--- src/rtl/fv_bank_stream_tx.sv ---
// fv_bank_stream_tx: fetches rows from memory one at a time. Each row holds one
// word per FV bank, and every row is broadcast to all banks as a single write
// beat. Only one memory read is outstanding at any time. All outputs come
// straight from registers.
module fv_bank_stream_tx #(
    parameter int NUM_BANKS = 4,
    parameter int DATA_W    = 16,
    parameter int ADDR_W    = 8,
    parameter int MAX_FV    = 64,
    parameter int MADDR_W   = 16
) (
    input  logic                        clk,
    input  logic                        reset,
    input  logic                        start,
    input  logic [$clog2(MAX_FV):0]     num_fv,
    input  logic [MADDR_W-1:0]          base_addr,
    output logic                        mem_req,
    output logic [MADDR_W-1:0]          mem_addr,
    input  logic                        mem_gnt,
    input  logic                        mem_rvalid,
    input  logic [NUM_BANKS*DATA_W-1:0] mem_rdata,
    output logic                        bank_valid,
    output logic                        bank_sos,
    output logic                        bank_eos,
    output logic [ADDR_W-1:0]           bank_A,
    output logic [NUM_BANKS*DATA_W-1:0] bank_data,
    input  logic                        bank_ready,
    output logic                        busy,
    output logic                        done
);

    localparam int NF_W = $clog2(MAX_FV) + 1;
    localparam int BW   = NUM_BANKS * DATA_W;
    // The row counter is wide enough to drive the row count compare, bank_A
    // truncation and the memory address add without any unused bits.
    localparam int RW_A = (NF_W > ADDR_W) ? NF_W : ADDR_W;
    localparam int RW   = (RW_A > MADDR_W) ? RW_A : MADDR_W;

    localparam logic [2:0] S_IDLE = 3'd0;
    localparam logic [2:0] S_REQ  = 3'd1;
    localparam logic [2:0] S_WAIT = 3'd2;
    localparam logic [2:0] S_SEND = 3'd3;
    localparam logic [2:0] S_DONE = 3'd4;

    logic [2:0]         r_state;
    logic [NF_W-1:0]    r_num;
    logic [MADDR_W-1:0] r_base;
    logic [RW-1:0]      r_row;
    logic [BW-1:0]      r_buf;

    logic               r_mem_req;
    logic [MADDR_W-1:0] r_mem_addr;
    logic               r_bank_valid;
    logic               r_bank_sos;
    logic               r_bank_eos;
    logic [ADDR_W-1:0]  r_bank_a;
    logic [BW-1:0]      r_bank_data;
    logic               r_busy;
    logic               r_done;

    logic [2:0]         w_state_nx;
    logic [NF_W-1:0]    w_num_nx;
    logic [MADDR_W-1:0] w_base_nx;
    logic [RW-1:0]      w_row_nx;
    logic [BW-1:0]      w_buf_nx;
    logic [NF_W-1:0]    w_num_clamp;

    // True when row index 'row' is the final row of a load of 'num' rows.
    function automatic logic is_last_row(input logic [RW-1:0] row,
                                         input logic [NF_W-1:0] num);
        return row == (RW'(num) - RW'(1'b1));
    endfunction

    assign w_num_clamp = (num_fv > NF_W'(MAX_FV)) ? NF_W'(MAX_FV) : num_fv;

    // Next-state logic: load sequencing and capture of each row as it returns.
    always_comb begin
        w_state_nx = r_state;
        w_num_nx   = r_num;
        w_base_nx  = r_base;
        w_row_nx   = r_row;
        w_buf_nx   = r_buf;
        case (r_state)
            S_IDLE: begin
                if (start) begin
                    if (num_fv != {NF_W{1'b0}}) begin
                        w_num_nx   = w_num_clamp;
                        w_base_nx  = base_addr;
                        w_row_nx   = {RW{1'b0}};
                        w_state_nx = S_REQ;
                    end else begin
                        w_state_nx = S_DONE;
                    end
                end else begin
                    w_state_nx = S_IDLE;
                end
            end
            S_REQ: begin
                if (mem_gnt) begin
                    w_state_nx = S_WAIT;
                end else begin
                    w_state_nx = S_REQ;
                end
            end
            S_WAIT: begin
                if (mem_rvalid) begin
                    w_buf_nx   = mem_rdata;
                    w_state_nx = S_SEND;
                end else begin
                    w_state_nx = S_WAIT;
                end
            end
            S_SEND: begin
                if (bank_ready) begin
                    if (is_last_row(r_row, r_num)) begin
                        w_state_nx = S_DONE;
                    end else begin
                        w_row_nx   = r_row + RW'(1'b1);
                        w_state_nx = S_REQ;
                    end
                end else begin
                    w_state_nx = S_SEND;
                end
            end
            S_DONE: begin
                w_state_nx = S_IDLE;
            end
            default: begin
                w_state_nx = S_IDLE;
            end
        endcase
    end

    // State, load context and output registers. The outputs are computed from
    // the next state, so each one is valid in the same cycle as its state.
    always_ff @(posedge clk or negedge reset) begin
        if (!reset) begin
            r_state      <= S_IDLE;
            r_num        <= {NF_W{1'b0}};
            r_base       <= {MADDR_W{1'b0}};
            r_row        <= {RW{1'b0}};
            r_buf        <= {BW{1'b0}};
            r_mem_req    <= 1'b0;
            r_mem_addr   <= {MADDR_W{1'b0}};
            r_bank_valid <= 1'b0;
            r_bank_sos   <= 1'b0;
            r_bank_eos   <= 1'b0;
            r_bank_a     <= {ADDR_W{1'b0}};
            r_bank_data  <= {BW{1'b0}};
            r_busy       <= 1'b0;
            r_done       <= 1'b0;
        end else begin
            r_state    <= w_state_nx;
            r_num      <= w_num_nx;
            r_base     <= w_base_nx;
            r_row      <= w_row_nx;
            r_buf      <= w_buf_nx;
            r_mem_req  <= (w_state_nx == S_REQ);
            r_mem_addr <= (w_state_nx == S_REQ) ?
                          (w_base_nx + w_row_nx[MADDR_W-1:0]) : {MADDR_W{1'b0}};
            if (w_state_nx == S_SEND) begin
                r_bank_valid <= 1'b1;
                r_bank_sos   <= (w_row_nx == {RW{1'b0}});
                r_bank_eos   <= is_last_row(w_row_nx, w_num_nx);
                r_bank_a     <= w_row_nx[ADDR_W-1:0];
                r_bank_data  <= w_buf_nx;
            end else begin
                r_bank_valid <= 1'b0;
                r_bank_sos   <= 1'b0;
                r_bank_eos   <= 1'b0;
                r_bank_a     <= {ADDR_W{1'b0}};
                r_bank_data  <= {BW{1'b0}};
            end
            r_busy <= (w_state_nx != S_IDLE);
            r_done <= (w_state_nx == S_DONE);
        end
    end

    assign mem_req    = r_mem_req;
    assign mem_addr   = r_mem_addr;
    assign bank_valid = r_bank_valid;
    assign bank_sos   = r_bank_sos;
    assign bank_eos   = r_bank_eos;
    assign bank_A     = r_bank_a;
    assign bank_data  = r_bank_data;
    assign busy       = r_busy;
    assign done       = r_done;

endmodule
--- config.mk ---
export PLATFORM = sky130hd
export DESIGN_NAME = fv_bank_stream_tx
export DESIGN_NICKNAME = d
export VERILOG_FILES = /design/src/rtl/fv_bank_stream_tx.sv
export SDC_FILE = /design/constraint.sdc
export NUM_CORES = 1
export LEC_CHECK = 0
export ABC_AREA = 0
export ABC_CLOCK_PERIOD_IN_PS = 13800
export BUFFER_PORTS_ARGS = -buffer_cell sky130_fd_sc_hd__clkbuf_2
export CORE_MARGIN = 2
export CORE_UTILIZATION = 45
export DETAILED_ROUTE_END_ITERATION = 10
export GPL_ROUTABILITY_DRIVEN = 0
export GPL_TIMING_DRIVEN = 0
export PLACE_DENSITY_LB_ADDON = 0.3
export SLEW_MARGIN = 20
export SYNTH_ARGS = -nofsm -noshare
export SYNTH_HDL_FRONTEND = slang
export SYNTH_SLANG_ARGS = --single-unit
--- constraint.sdc ---
create_clock -name clk -period 13.8 [get_ports clk]
set_clock_uncertainty 0.15 [all_clocks]
set_input_delay 2.76 -clock clk [delete_from_list [all_inputs] [get_ports clk]]
set_output_delay 2.76 -clock clk [all_outputs]
set_load 0.02 [all_outputs]
==> reports/results.ini, run 1 <==
[synth]
synth_mux_area_share_pct=13.1
synthSimpleGateAreaFrac_pct=14.3
synth_warnings=0
synth_top_family_by_area=simple AND/OR/NAND/NOR gates
synth_seq_area_share_pct=59.3
synth_compound_area_share_pct=5.30
synth.area.top_cells=dfrtp_1 59%, mux2_2 11%, and2_1 5.2%, ha_1 2.7%, xnor2_1 2.2%
ys_ff_latch=200
post-synth-top-area-fraction_pct=59.3
synth_xor_area_share_pct=3.29
synth_largest_area_cell=dfrtp_1
synthAdderAreaFrac_pct=2.91
synth_cells=663
syn_area_per_cell_sq_um=12.7
synth_area_sq_um=8440
ys.flop_type=dfrtp_1
synth_nets=775
async_flop_share_pct=100
synth_edf_count=0
synth.distinct_cells=57

[sta]
min_period_ns=8.50
finalCritPeriodShare_pct=61.6
setup_viol=0
hold_violations=0
setup_slack_ns=5.30
final.setup.tns_ns=0
slew_violations=0
worst_pin_slew_ns=1.01
maxSlewHeadroom_pct=31.8
fmaxAchievable_ghz=0.118
grt_setup_unrepaired=false

[clock_tree]
cts_tree=built
clockRootBuffer=clkbuf_16
cts.sinks=200
clk_pin_slew_ns=0.08
cts_buffers=17
cts_htree_levels=4
clock_path_buffers=2
postCtsSetupBuffers=0
cts_resized=0
clkLatencyLatePin_ns=0.43
ctsHoldBuffers=0

[place]
io_buffers=185
dp_hpwl_mm=13.6
place_ws_ns=4.93

[hold_path]
min_path_type=register to register

[cells_and_area]
final_nets=981
area_delta_synth_final_pct=22.3
drive_gt1_share_pct=35.8
n_antenna_cell=0

[setup_path]
cpMaxStageDelayCell=nor4_1
critPathMaxFanout=10
cpPeakStageDelay_ns=0.79
reg2reg_depth=18
cp.required_ns=13.95
critical_path_class=input port to register
startpoint_type=input port
worst_path_most_repeated_cell=a21o_1
endpoint_kind=register
critPathLaunch=num_fv[4]
timing.rr.end=mem_addr[14]$_DFF_PN0_
critPathArrivalTime_ns=8.65
crit_chain=clkbuf_2 -> nor4_1 -> a31o_2 -> clkbuf_1 -> clkbuf_1 -> buf_1 -> mux2_2 -> ha_1 -> fa_1 -> a21o_1 -> a21o_1 -> a21o_1 -> a21o_1 -> a21oi_1 -> o21ai_0 -> o41ai_1 -> mux2i_1 -> a31oi_1
r2r_slack_ns=7.79
rr_startpoint=r_state[0]$_DFF_PN0_
crit_path_end=mem_addr[14]$_DFF_PN0_

[global_route]
grt_max_degree=94
grt-ovfl-total=0
grt_pass1_wl_mm=29.5
grt_usage_pct=19.1
grt_pass1_vias=5680
antenna_found_initial=1

[drt]
route.detailed.drc=0
antenna_left=0
vias=5724
wl_met3_um=997
drt-met1-wl_mm=8.35
detail_route.wirelength_mm=18.5
detail_route.wl_per_cell_um=16.6
firstDrtPassIters=5
top_layer_used=met5
drt-initial-drc-count=284
wl_met2_mm=8.79
vias_per_cell=5.13

[flow_run]
drv_cap=0

[die]
std_cell_rows=50
ios=187
dieArea_sq_um=19900
die_w_um=141
start_util_pct=45.6
die_height_um=141
core-area_sq_um=18500

[power]
power.leakage_nw=5.10
ir_drop_uv=94.9
powerDensity_nw_per_um2=212

[outcome]
outcome=finished clean

-- kinds of logic (layout without fill, tap and decap cells) --
| group | count (synthesis) | in the layout |
|---|---|---|
| simple gates | 216 | 216 |
| flops | 200 | 200 |
| mux | 99 | 99 |
| compound gates | 59 | 59 |
| buf+inv | 40 | 259 |
| xor+xnor | 30 | 30 |
| fa+ha+maj | 19 | 19 |
-- worst max-delay path: cells and delay by family --
family,cells,cell delay (ns)
AO/OA/AOI/OAI,9,2.18
buffers and inverters,4,1.57
AND/OR/NAND/NOR,1,0.79
multiplexers,2,0.69
adder cells (fa/ha/maj),2,0.64
-- through the flow --
stage	cell area, sq um	power [mW]	utilization (%)	hold WS [ns]	cells
floorplan	8440	1.46	-	0.316	663
global placement	9650	1.69	52.1	0.323	1082
detailed placement	9720	1.71	52.5	0.329	1084
CTS	10300	2.21	55.7	0.347	1116
global route	10300	2.33	55.7	0.355	1116
finish	10300	2.19	55.7	0.344	1116
-- power by group --
| group | switching [mW] | leakage, nW | internal (mW) |
|---|---|---|---|
| logic | 0.468 | 2.24 | 0.361 |
| registers | 0.0691 | 2.57 | 0.791 |
| clock network | 0.251 | 0.290 | 0.246 |
| total | 0.788 | 5.10 | 1.40 |
-- worst min-delay path by stage --
stage          cells after the start             endpoint                 from
6_report                           1  r_buf[49]$_DFF_PN0_  r_buf[49]$_DFF_PN0_
5_1_grt                            1  r_buf[49]$_DFF_PN0_  r_buf[49]$_DFF_PN0_
4_1_cts                            1  r_buf[48]$_DFF_PN0_  r_buf[48]$_DFF_PN0_
3_5_place_dp                       1  r_buf[48]$_DFF_PN0_  r_buf[48]$_DFF_PN0_
3_3_place_gp                       1   r_buf[4]$_DFF_PN0_   r_buf[4]$_DFF_PN0_
2_1_floorplan                      1   r_buf[0]$_DFF_PN0_   r_buf[0]$_DFF_PN0_
-- registers in the layout, summed over array words and instances, names as in the netlist, 3 cells and up --
register / cells
bank_data: 64
mem_addr: 16
bank_A: 8
r_buf: 64
r_row: 16
r_state: 3
r_base: 16
r_num: 7
-- area by class of cell --
type,instances,area [sq um]
clock buffer,17,425
clock inverter,15,174
tap,234,293
multi-input combinational,423,3270
buffer,23,93.8
fill,1585,8200
sequential,200,5000
inverter,17,63.8
timing repair buffer,187,990
-- synthesized netlist by cell type (2+ instances only) --
master / count
mux2i_1: 14
nor4b_1: 3
xnor2_1: 21
a32oi_1: 5
o311ai_0: 3
o21ai_1: 3
mux2_2: 84
o41ai_1: 2
or3_1: 4
nand2_1: 36
a21oi_1: 8
and4_1: 3
ha_1: 18
a31oi_1: 4
and2_1: 70
o31ai_1: 5
and3_1: 7
or4_1: 2
or2_2: 3
buf_4: 2
nand2b_1: 6
nor4_1: 13
nor3_1: 12
xor2_1: 8
clkbuf_1: 20
dfrtp_1: 200
nand3_1: 8
o21ai_0: 6
o22ai_1: 2
nand4_1: 7
o211ai_1: 3
a21o_1: 9
nor2_1: 32
inv_1: 17
-- cell usage in the layout, fill, tap and decap left out, drive strengths merged, types with 6 or more instances in the layout --
cell type | Yosys | routed
clkbuf | 20 | 222
dfrtp | 200 | 200
mux2 | 85 | 85
and2 | 70 | 70
nand2 | 36 | 36
nor2 | 33 | 33
inv | 17 | 25
xnor2 | 21 | 21
ha | 18 | 18
mux2i | 14 | 14
nor4 | 14 | 14
nor3 | 12 | 12
a21o | 9 | 9
o21ai | 9 | 9
a21oi | 8 | 8
xor2 | 8 | 8
nand3 | 8 | 8
nand4 | 7 | 7
and3 | 7 | 7
nand2b | 6 | 6
clkinv | 0 | 6
-- layer usage --
metal,vias up,global-route usage (%)
li1,2721,-
met2,184,30.8
met3,31,4.72
met1,2786,25.3
met4,2,7.05
met5,-,0
Power figures use the tool's default switching activity.
==> run 2: changes to the inputs <==
--- a/config.mk
+++ b/config.mk
@@ -6,7 +6,7 @@
 export NUM_CORES = 1
 export LEC_CHECK = 0
 export ABC_AREA = 0
-export ABC_CLOCK_PERIOD_IN_PS = 13800
+export ABC_CLOCK_PERIOD_IN_PS = 7300
 export BUFFER_PORTS_ARGS = -buffer_cell sky130_fd_sc_hd__clkbuf_2
 export CORE_MARGIN = 2
 export CORE_UTILIZATION = 45
==> constraint.sdc (replaced) <==
create_clock -name clk -period 7.3 [get_ports clk]
set_clock_uncertainty 0.15 [all_clocks]
set_input_delay 1.46 -clock clk [delete_from_list [all_inputs] [get_ports clk]]
set_output_delay 1.46 -clock clk [all_outputs]
set_load 0.02 [all_outputs]
==> reports/results.ini, run 2 (synthesis results as in run 1) <==
[place]
place_ws_ns=-0.265
dp_cells=1084
dpl-instance-area_sq_um=9720
io_buffers=185
dp_hpwl_mm=13.6

[cells_and_area]
finalNonFillerCells=1116
layout_common_cells=200 x dfrtp_1, 184 x clkbuf_2, 84 x mux2_2
n_antenna_cell=0
final_cell_area_sq_um=10300
final_common_cell=dfrtp_1
drive_gt1_share_pct=35.9
utilization_pct=55.8
area_delta_synth_final_pct=22.4
seq_area_sq_um=5000
final_nets=981
n_fill_cell=1585
multiInputGateArea_sq_um=3280

[drt]
antenna_left=0
drt-initial-drc-count=280
route.detailed.drc=0
vias=5728
firstDrtPassIters=5
vias_per_cell=5.13
detail_route.wirelength_mm=18.5
detail_route.wl_per_cell_um=16.6

[power]
power.leakage_nw=5.10
internal_power_mw=2.64
p_total_mw=4.13
ir_drop_uv=179
pwr-share-comb_pct=37.9
seqPwrFrac_pct=39.3
p_sw_mw=1.49
swShare_pct=36.1
p_clk_share_pct=22.8
powerDensity_nw_per_um2=400

[die]
dieArea_sq_um=19900
die_height_um=141
start_util_pct=45.6
die_w_um=141
std_cell_rows=50
ios=187
core-area_sq_um=18500

[flow_run]
drv_cap=0

[clock_tree]
clock_path_buffers=2
clk_pin_slew_ns=0.08
cts_htree_levels=4
ctsHoldBuffers=0
clkLatencyLatePin_ns=0.43
cts.sinks=200
cts_buffers=17
cts_tree=built
clockRootBuffer=clkbuf_16

[setup_path]
r2r_slack_ns=1.31
critPathMaxFanout=10
startpoint_type=input port
critical_path_class=input port to register
endpoint_kind=register
critPathArrivalTime_ns=7.07
cp.required_ns=7.45

[sta]
fmaxAchievable_ghz=0.144
maxSlewHeadroom_pct=31.8
finalCritPeriodShare_pct=94.8
worst_pin_slew_ns=1.01
grt_setup_unrepaired=false
min_period_ns=6.92
hold_violations=0
final.setup.tns_ns=0
setup_viol=0
slew_violations=0
setup_slack_ns=0.379
fin_worst_hold_slack_ns=0.344

[hold_path]
min_path_type=register to register

[global_route]
grt_pass1_wl_mm=29.5
grt_pass1_vias=5680
grt-ovfl-total=0
antenna_found_initial=1
grt_max_degree=94
grt_usage_pct=19.1

[outcome]
outcome=finished clean

-- run 2: cell counts in the layout (fill, tap and decap cells not counted) --
No cell type changed its count.
-- run 2: repair_timing --
action,in CTS,in global routing
buffers inserted,0,0
hold endpoints to repair,0,0
setup endpoints to repair,0,2
gates resized for setup,0,1
-- run 2: cell type report --
cell class / instances / share of cell area (%)
Clock inverter: 15 / 1.68
Clock buffer: 17 / 4.12
Buffer: 23 / 0.909
Tap cell: 234 / 2.84
Multi-Input combinational cell: 423 / 31.8
Inverter: 17 / 0.618
Timing Repair Buffer: 187 / 9.59
Sequential cell: 200 / 48.5
-- run 2: final timing paths --
check                                      from                       to  cells after the start
setup reg to reg           r_state[0]$_DFF_PN0_   mem_addr[14]$_DFF_PN0_                     18
setup / recovery                      num_fv[4]   mem_addr[14]$_DFF_PN0_                     18
max in group asynchronous                 reset      r_base[3]$_DFF_PN0_                      3
hold / removal              r_buf[49]$_DFF_PN0_      r_buf[49]$_DFF_PN0_                      1
hold reg to reg             r_buf[49]$_DFF_PN0_      r_buf[49]$_DFF_PN0_                      1
min in group asynchronous                 reset  bank_data[43]$_DFF_PN0_                      1
-- run 2: routing by layer --
metal | global-route usage [%] | part of all wire (%) | vias up
met5 | 0 | 0.070 | -
met4 | 7.05 | 2.0 | 2
met3 | 4.72 | 5.4 | 31
met2 | 30.8 | 47 | 186
met1 | 25.3 | 45 | 2787
li1 | - | - | 2722
-- run 2: power by group through the flow --
stage | Sequential [mW] | Clock, mW | Combinational, mW
floorplan | 1.79 | 0 | 0.976
global placement | 1.64 | 0 | 1.55
detailed placement | 1.65 | 0 | 1.58
CTS | 1.63 | 0.968 | 1.59
global route | 1.67 | 1.01 | 1.73
finish | 1.63 | 0.940 | 1.57
-- run 2: critical path, stage by stage --
cell	delay (ns)
clkbuf_2	0.10
nor4_2	0.55
a31o_2	0.37
clkbuf_1	0.39
clkbuf_1	0.51
buf_1	0.58
mux2_2	0.42
ha_1	0.23
fa_1	0.41
a21o_1	0.20
a21o_1	0.19
a21o_1	0.18
a21o_1	0.19
a21oi_1	0.22
o21ai_0	0.16
o41ai_1	0.53
mux2i_1	0.26
a31oi_1	0.10
==> run 3: changes to the inputs <==
--- a/config.mk
+++ b/config.mk
@@ -7,7 +7,7 @@
 export LEC_CHECK = 0
 export ABC_AREA = 0
 export ABC_CLOCK_PERIOD_IN_PS = 7300
-export BUFFER_PORTS_ARGS = -buffer_cell sky130_fd_sc_hd__clkbuf_2
+export BUFFER_PORTS_ARGS = -buffer_cell sky130_fd_sc_hd__buf_2
 export CORE_MARGIN = 2
 export CORE_UTILIZATION = 45
 export DETAILED_ROUTE_END_ITERATION = 10
==> reports/results.ini, run 3 (synthesis results as in run 1) <==
[die]
start_util_pct=45.6
die_w_um=141
dieArea_sq_um=19900
die_height_um=141
ios=187
std_cell_rows=50
core-area_sq_um=18500

[setup_path]
crit_buf_inv=4
worst_path_most_repeated_cell=a21o_1
cp.required_ns=7.45
reg2reg_depth=18
crit_family=compound AO/OA/AOI/OAI gates
r2r_slack_ns=1.45
crit_chain=buf_2 -> nor4_2 -> a31o_2 -> clkbuf_1 -> clkbuf_1 -> clkbuf_2 -> mux2_2 -> ha_1 -> fa_1 -> a21o_1 -> a21o_1 -> a21o_1 -> a21o_1 -> a21oi_1 -> o21ai_0 -> o41ai_1 -> mux2i_1 -> a31oi_1
crit_path_end=mem_addr[14]$_DFF_PN0_
critPathLaunch=num_fv[4]
critPathArrivalTime_ns=6.94
crit_cells=18
endpoint_kind=register
critPathMaxFanout=10
cpMaxStageDelayCell=nor4_2
timing.rr.end=mem_addr[14]$_DFF_PN0_
cpPeakStageDelay_ns=0.55
critical_path_class=input port to register
rr_startpoint=r_state[0]$_DFF_PN0_
startpoint_type=input port

[place]
dpl-instance-area_sq_um=9720
dp_cells=1084
dp_hpwl_mm=13.5
io_buffers=185

[power]
p_clk_share_pct=23.4
p_total_mw=4.16
seqPwrFrac_pct=38.8
swShare_pct=35.1
ir_drop_uv=191
internal_power_mw=2.70
power.leakage_nw=5.16
powerDensity_nw_per_um2=403
pwr-share-comb_pct=37.7
p_sw_mw=1.46

[clock_tree]
clockRootBuffer=clkbuf_16
cts.sinks=200
clk_pin_slew_ns=0.07
clkLatencyLatePin_ns=0.43
cts_htree_levels=4
ctsHoldBuffers=0
cts_tree=built
postCtsSetupBuffers=0
cts_resized=0
cts_buffers=17
clock_path_buffers=2

[sta]
hold_violations=0
maxSlewHeadroom_pct=29.5
setup_viol=0
grt_setup_unrepaired=false
slew_violations=0
fmaxAchievable_ghz=0.147
finalCritPeriodShare_pct=92.9
final.setup.tns_ns=0
min_period_ns=6.78
worst_pin_slew_ns=1.05

[cells_and_area]
n_fill_cell=1610
n_antenna_cell=0
area_delta_synth_final_pct=22.6
finalNonFillerCells=1116
drive_gt1_share_pct=35.9
layout_common_cells=200 x dfrtp_1, 184 x buf_2, 84 x mux2_2
final_nets=981
final_common_cell=dfrtp_1
final_cell_area_sq_um=10300

[outcome]
outcome=finished clean

[global_route]
grt-ovfl-total=0
grt_pass1_vias=5745
grt_usage_pct=19.2
grt_pass1_wl_mm=29.9
grt_max_degree=98
antenna_found_initial=1

[hold_path]
hold_depth=1
min_path_type=register to register

[flow_run]
drv_cap=0

[drt]
firstDrtPassIters=5
detail_route.wirelength_mm=18.6
antenna_left=0
vias=5696
detail_route.wl_per_cell_um=16.6
vias_per_cell=5.10
route.detailed.drc=0
drt-initial-drc-count=253

==> run 3: cell type report <==
| cell class | instances | area [sq um] | area share, % |
|---|---|---|---|
| well taps | 234 | 293 | 2.83 |
| repair buffers | 187 | 991 | 9.58 |
| plain buffers | 23 | 95.1 | 0.919 |
| inverters | 17 | 63.8 | 0.617 |
| clock buffers | 18 | 429 | 4.15 |
| multi-input cells | 423 | 3280 | 31.7 |
| clock inverters | 14 | 188 | 1.81 |
| flip-flops and latches | 200 | 5000 | 48.4 |
==> run 3: worst min-delay path by stage <==
stage | start | to | slack [ns]
after floorplan | r_buf[0]$_DFF_PN0_ | r_buf[0]$_DFF_PN0_ | 0.32
after global placement | r_buf[54]$_DFF_PN0_ | r_buf[54]$_DFF_PN0_ | 0.32
after detailed placement | r_buf[23]$_DFF_PN0_ | r_buf[23]$_DFF_PN0_ | 0.33
after CTS | r_buf[23]$_DFF_PN0_ | r_buf[23]$_DFF_PN0_ | 0.35
after global routing | r_buf[39]$_DFF_PN0_ | r_buf[39]$_DFF_PN0_ | 0.35
final | r_buf[53]$_DFF_PN0_ | r_buf[53]$_DFF_PN0_ | 0.34
==> run 3: power groups by stage <==
stage               Sequential, mW  Combinational (mW)  Clock (mW)
global route                  1.66                1.75        1.04
finish                        1.62                1.57       0.976
detailed placement            1.64                1.58           0
floorplan                     1.79               0.976           0
CTS                           1.62                1.59       0.998
global placement              1.63                1.55           0
==> run 3: routing by layer <==
layer	global-route usage, %	share of wire [%]	vias up	routed length [um]
met2	31.8	48	176	8990
li1	-	-	2729	-
met5	0	0.059	-	11
met1	24.9	44	2760	8110
met4	6.47	1.6	2	305
met3	4.59	6.2	29	1150
==> run 3: through the flow <==
stage	hold slack [ns]	util, %	setup WS, ns
finish	0.343	55.9	0.519
CTS	0.346	55.8	0.0914
detailed placement	0.330	52.5	-0.359
global placement	0.323	52.1	-0.365
global route	0.354	55.9	0.145
floorplan	0.316	-	0.918
